===== config.mk =====
export PLATFORM = sky130hd
export DESIGN_NAME = nm_complement_seq
export DESIGN_NICKNAME = d
export VERILOG_FILES = /design/src/rtl/nm_complement_seq.sv
export SDC_FILE = /design/constraint.sdc
export NUM_CORES = 1
export LEC_CHECK = 0
export ABC_CLOCK_PERIOD_IN_PS = 5900
export CAP_MARGIN = 20
export CORE_ASPECT_RATIO = 0.6
export CORE_UTILIZATION = 41
export CTS_CLUSTER_DIAMETER = 200
export DETAILED_ROUTE_END_ITERATION = 8
export GPL_TIMING_DRIVEN = 0
export PLACE_DENSITY = 0.71
export RECOVER_POWER = 100
export SYNTH_ARGS = -nofsm -noshare
export SYNTH_HDL_FRONTEND = slang
export SYNTH_SLANG_ARGS = --single-unit

===== constraint.sdc =====
create_clock -name clk -period 5.9 [get_ports clk]
set_input_delay 1.18 -clock clk [delete_from_list [all_inputs] [get_ports clk]]
set_output_delay 1.18 -clock clk [all_outputs]
set_load 0.01 [all_outputs]

===== src/rtl/nm_complement_seq.sv =====
// nm_complement_seq: multi-cycle conditional two's-complementer.
// Converts one operand per transaction, DIGIT bits per cycle, with a
// carry register between cycles. Modes: 00 pass, 01 negate, 10 abs,
// 11 sign-magnitude to two's complement.
// Optional build macro NM_COMPLEMENT_SAT_EN: saturate the overflow case
// to the maximum positive value instead of wrapping.
module nm_complement_seq #(
    parameter int unsigned WIDTH = 23,
    parameter int unsigned DIGIT = 8
) (
    input  logic             clk,
    input  logic             rst,
    input  logic             in_valid,
    output logic             in_ready,
    input  logic [WIDTH-1:0] x_parallel,
    input  logic [1:0]       mode,
    output logic             out_valid,
    input  logic             out_ready,
    output logic [WIDTH-1:0] x_pos,
    output logic             sign_out,
    output logic             ovf
);

    localparam int unsigned NCHUNK = (WIDTH + DIGIT - 1) / DIGIT;
    localparam int unsigned PW     = NCHUNK * DIGIT;
    localparam int unsigned CW     = (NCHUNK > 1) ? $clog2(NCHUNK) : 1;

    localparam logic [CW-1:0]    LAST_CNT = CW'(NCHUNK - 1);
    localparam logic [WIDTH-1:0] MOST_NEG = {1'b1, {(WIDTH-1){1'b0}}};
`ifdef NM_COMPLEMENT_SAT_EN
    localparam logic [WIDTH-1:0] MAX_POS  = {1'b0, {(WIDTH-1){1'b1}}};
`endif

    typedef enum logic [1:0] {
        IDLE = 2'd0,
        BUSY = 2'd1,
        DONE = 2'd2
    } state_t;

    state_t          state_q, state_d;
    logic [PW-1:0]   op_q, op_d;      // operand, shifted right one digit per cycle
    logic [PW-1:0]   acc_q, acc_d;    // result, filled from the top one digit per cycle
    logic            inv_q, inv_d;
    logic            carry_q, carry_d;
    logic [CW-1:0]   cnt_q, cnt_d;
    logic            sign_q, sign_d;
    logic            ovf_q, ovf_d;
    logic            in_ready_q, in_ready_d;
    logic            out_valid_q, out_valid_d;

    logic            inv_new;
    logic [DIGIT-1:0] slice;
    logic [DIGIT:0]   sum;

    // Next-state, datapath and registered-output decode
    always_comb begin
        state_d     = state_q;
        op_d        = op_q;
        acc_d       = acc_q;
        inv_d       = inv_q;
        carry_d     = carry_q;
        cnt_d       = cnt_q;
        sign_d      = sign_q;
        ovf_d       = ovf_q;
        inv_new     = (mode == 2'b01) | (mode[1] & x_parallel[WIDTH-1]);
        slice       = op_q[DIGIT-1:0] ^ {DIGIT{inv_q}};
        sum         = {1'b0, slice} + (DIGIT+1)'(carry_q);

        case (state_q)
            IDLE: begin
                if (in_valid && in_ready_q) begin
                    sign_d  = x_parallel[WIDTH-1];
                    ovf_d   = ((mode == 2'b01) || (mode == 2'b10)) && (x_parallel == MOST_NEG);
                    op_d    = PW'(x_parallel);
                    // Sign-magnitude: only the magnitude is converted
                    if (mode == 2'b11) begin
                        op_d[WIDTH-1] = 1'b0;
                    end
                    inv_d   = inv_new;
                    carry_d = inv_new;
                    cnt_d   = '0;
                    state_d = BUSY;
                end
            end
            BUSY: begin
                acc_d   = (acc_q >> DIGIT) | (PW'(sum[DIGIT-1:0]) << (PW - DIGIT));
                op_d    = op_q >> DIGIT;
                carry_d = sum[DIGIT];
                cnt_d   = cnt_q + CW'(1);
                if (cnt_q == LAST_CNT) begin
                    state_d = DONE;
`ifdef NM_COMPLEMENT_SAT_EN
                    if (ovf_q) begin
                        acc_d = PW'(MAX_POS);
                    end
`endif
                end
            end
            DONE: begin
                if (out_ready) begin
                    state_d = IDLE;
                end
            end
            default: begin
                state_d = IDLE;
            end
        endcase

        in_ready_d  = (state_d == IDLE);
        out_valid_d = (state_d == DONE);
    end

    // State and datapath registers
    always_ff @(posedge clk or negedge rst) begin
        if (!rst) begin
            state_q     <= IDLE;
            op_q        <= '0;
            acc_q       <= '0;
            inv_q       <= 1'b0;
            carry_q     <= 1'b0;
            cnt_q       <= '0;
            sign_q      <= 1'b0;
            ovf_q       <= 1'b0;
            in_ready_q  <= 1'b0;
            out_valid_q <= 1'b0;
        end else begin
            state_q     <= state_d;
            op_q        <= op_d;
            acc_q       <= acc_d;
            inv_q       <= inv_d;
            carry_q     <= carry_d;
            cnt_q       <= cnt_d;
            sign_q      <= sign_d;
            ovf_q       <= ovf_d;
            in_ready_q  <= in_ready_d;
            out_valid_q <= out_valid_d;
        end
    end

    assign in_ready  = in_ready_q;
    assign out_valid = out_valid_q;
    assign x_pos     = acc_q[WIDTH-1:0];
    assign sign_out  = sign_q;
    assign ovf       = ovf_q;

endmodule


==> flow_summary.toml <==
[run_status]
status = "complete, but fails checks"
violations = "capacitance limit, slew limit"

[setup_path]
worstSetupPathType = "in2async"
reg2reg_to = "acc_q[23]"
critPathCapture = "acc_q[9]"
timing.rr.start = "inv_q"
critPathRequiredTime_ns = 6.07
critPathLaunchType = "input port"
cp-startpoint = "rst"
r2r_cells = 7
slowest_stage = "clkbuf_1"
crit_arrival_ns = 3.48
cp-end-kind = "async pin"
path_cells = "clkbuf_1 -> clkbuf_1"
max_stage_delay_ns = 1.14
r2r_slack_ns = 3.08
timing.critical_path.buf_inv = 2
crit_cells = 2
worstPathMaxFanout = 31
cp_common_cell = "clkbuf_1"
cp_top_family = "buffers and inverters"

[flow_run]
maxCapViolations = 1

[pwr]
leakage_nw = 1.76
switching_share_pct = 38.3
combPwrFrac_pct = 44.4
power.switching_mw = 0.848
vdd_drop_max_mv = 0.240
p_seq_share_pct = 32.8
cell_internal_pwr_mw = 1.37
p_clk_share_pct = 22.8
power_density_nw_per_um2 = 591

[clock_tree]
hold_buffers = 0
htree_levels = 3
cts-buffers-inserted = 9
ctsResizeCount = 0
insertion_delay_ns = 0.32
clk_pin_slew_worst_paths_ns = 0.05
cts_tree = "built"
cts_setup_buffers = 0
clock-root-buffer = "clkbuf_16"
ctsLongestPathBuffers = 2
cts.sinks = 57

[floorplan]
core-area_um2 = 6360
rows = 22
die_y_um = 66.0
io_pins = 56
die-area_um2 = 7180
die_x_um = 109
start_util_pct = 44.1

[sta]
fmax_mhz = 303
clock_skew_ns = 0.00579
rsz0062_at_grt = "false"
finalMaxSlewViolations = 32
min_period_ns = 3.30
tightestPinTransition_ns = 1.61
fin_crit_sh_pct = 56.0
hold_viol = 0
slew-limit-headroom_pct = -7.19
tns_ns = 0
setup_viol = 0

[route]
totalWireLength_mm = 6.98
avgViaCountPerCell = 5.21
wl_per_cell_um = 14.6
vias = 2495
route.detailed.drc = 0
first_pass_iters = 4
postRouteAntennaNets = 0
first_iter_violations = 199

[logic_synthesis]
ys_ff_latch = 57
async_reset_ff_share_pct = 100
synth_nets = 356
synth_warnings = 0
synth_edf_count = 0
synth_area_leader_cell = "dfrtp_1"
synth.most_common_cell = "nand2_1"
synth_area_leaders = "dfrtp_1 51%, nand2_1 15%, buf_4 6.2%, a31oi_1 3.6%, o21ai_0 3.2%"
synth_common_cells = "112 x nand2_1, 57 x dfrtp_1, 23 x buf_4"
synth_cell_types = 37
syn_inst = 323
synth_ff_type = "dfrtp_1"
syn_area_um2 = 2800
seq_area_frac_synth_pct = 50.9
syn_area_per_cell_um2 = 8.68
synth_top_area_share_pct = 50.9

[global_route]
grtUsageTotal_pct = 22.1
grt_pass1_wl_mm = 11.7
antenna_found_initial = 0
gr-total-overflow = 0
grt_max_degree = 32
grt_pass1_vias = 2303

[worst_hold_path]
hold-path-cell-count = 2
hp-class = "reg2reg"

[final_layout]
drive_gt1_share_pct = 10.6
antenna_cells = 0
stdcell_count = 479
nets = 423
syn_to_final_growth_pct = 33.8

[placed_design]
portBuffers = 55
gp_congestion = 0.857
hpwl_mm = 5.16
place_inst = 463
## worst min path at each step
stage / from / end / slack [ns]
5_1_grt: acc_q[0] / acc_q[0] / 0.50
3_3_place_gp: ovf / ovf / 0.46
2_1_floorplan: acc_q[23] / acc_q[15] / 0.44
3_5_place_dp: acc_q[5] / acc_q[5] / 0.46
4_1_cts: acc_q[5] / acc_q[5] / 0.48
6_report: acc_q[5] / acc_q[5] / 0.47
## cells in the final DEF, fill, tap and decap left out, types with 2 or more instances in the layout
| cell | n |
|---|---|
| mux2i_1 | 2 |
| clkbuf_1 | 19 |
| dlygate4sd3_1 | 29 |
| nor4_1 | 5 |
| nand2b_1 | 4 |
| a21oi_1 | 3 |
| buf_4 | 23 |
| xnor2_1 | 3 |
| dfrtp_1 | 57 |
| xor2_1 | 5 |
| ha_1 | 4 |
| clkdlybuf4s50_1 | 25 |
| nand2_1 | 112 |
| or3_1 | 2 |
| clkinv_2 | 4 |
| o31ai_1 | 2 |
| a31oi_1 | 16 |
| o21ai_0 | 19 |
| nor2_1 | 20 |
| clkbuf_16 | 9 |
| nand3_1 | 6 |
| nor3_1 | 3 |
| a21o_1 | 2 |
| nand4b_1 | 2 |
| o22ai_1 | 2 |
## per-stage QoR
stage               area (um^2)  total power, mW  worst slack, ns  hold slack [ns]  util (%)
CTS                        3770             2.26             3.15            0.477      59.3
finish                     3750             2.21             2.60            0.472      59.0
detailed placement         3470             1.74             2.83            0.464      54.6
floorplan                  2800             1.36             3.79            0.439         -
global placement           3460             1.71             1.87            0.462      54.4
global route               3750             2.39             1.95            0.504      59.0
## layout make-up
type / instances / area (um^2)
inverter: 1 / 3.75
tap: 84 / 105
timing repair buffer: 56 / 548
clock inverter: 6 / 57.6
buffer: 42 / 251
multi-input combinational: 223 / 1120
sequential: 57 / 1430
clock buffer: 10 / 239
fill: 552 / 2610
## state kept, by name, indices dropped and copies added (netlist names)
| register | flops |
|---|---|
| acc_q | 24 |
| in_ready | 1 |
| carry_q | 1 |
| op_q | 23 |
| ovf | 1 |
| out_valid | 1 |
| sign_out | 1 |
| cnt_q | 2 |
| inv_q | 1 |
| state_q | 2 |
## cell families (layout without fill, tap and decap cells)
kind of cell    count (synthesis)  in the layout  share of synthesized area, %
simple gates                  162            162                          24.9
flops                          57             57                          50.9
compound gates                 47             47                          10.0
buf+inv                        43            115                          9.20
xor+xnor                        8              8                          2.50
fa+ha+maj                       4              4                          1.79
mux                             2              2                         0.714
## layer usage
layer  track usage, %  up-vias  part of all wire, %
li1                 -     1184                    -
met1             34.2     1207                   50
met2             29.3      102                   42
met3             6.11        2                  8.4
met4             6.42        0                 0.27
met5                0        -                    0
## tightest hold or removal path, stage by stage (launching register included)
cell,delay (ns)
dfrtp_1,0.34
nand2_1,0.05
nand2_1,0.05
## power by group through the flow
stage / combinational, mW / sequential, mW / clock [mW]
after global routing: 1.10 / 0.751 / 0.533
after global placement: 0.990 / 0.722 / 0
after floorplan: 0.669 / 0.690 / 0
final: 0.983 / 0.727 / 0.505
after detailed placement: 1.02 / 0.725 / 0
after CTS: 1.03 / 0.724 / 0.512
(Power assumes the default switching activity.)
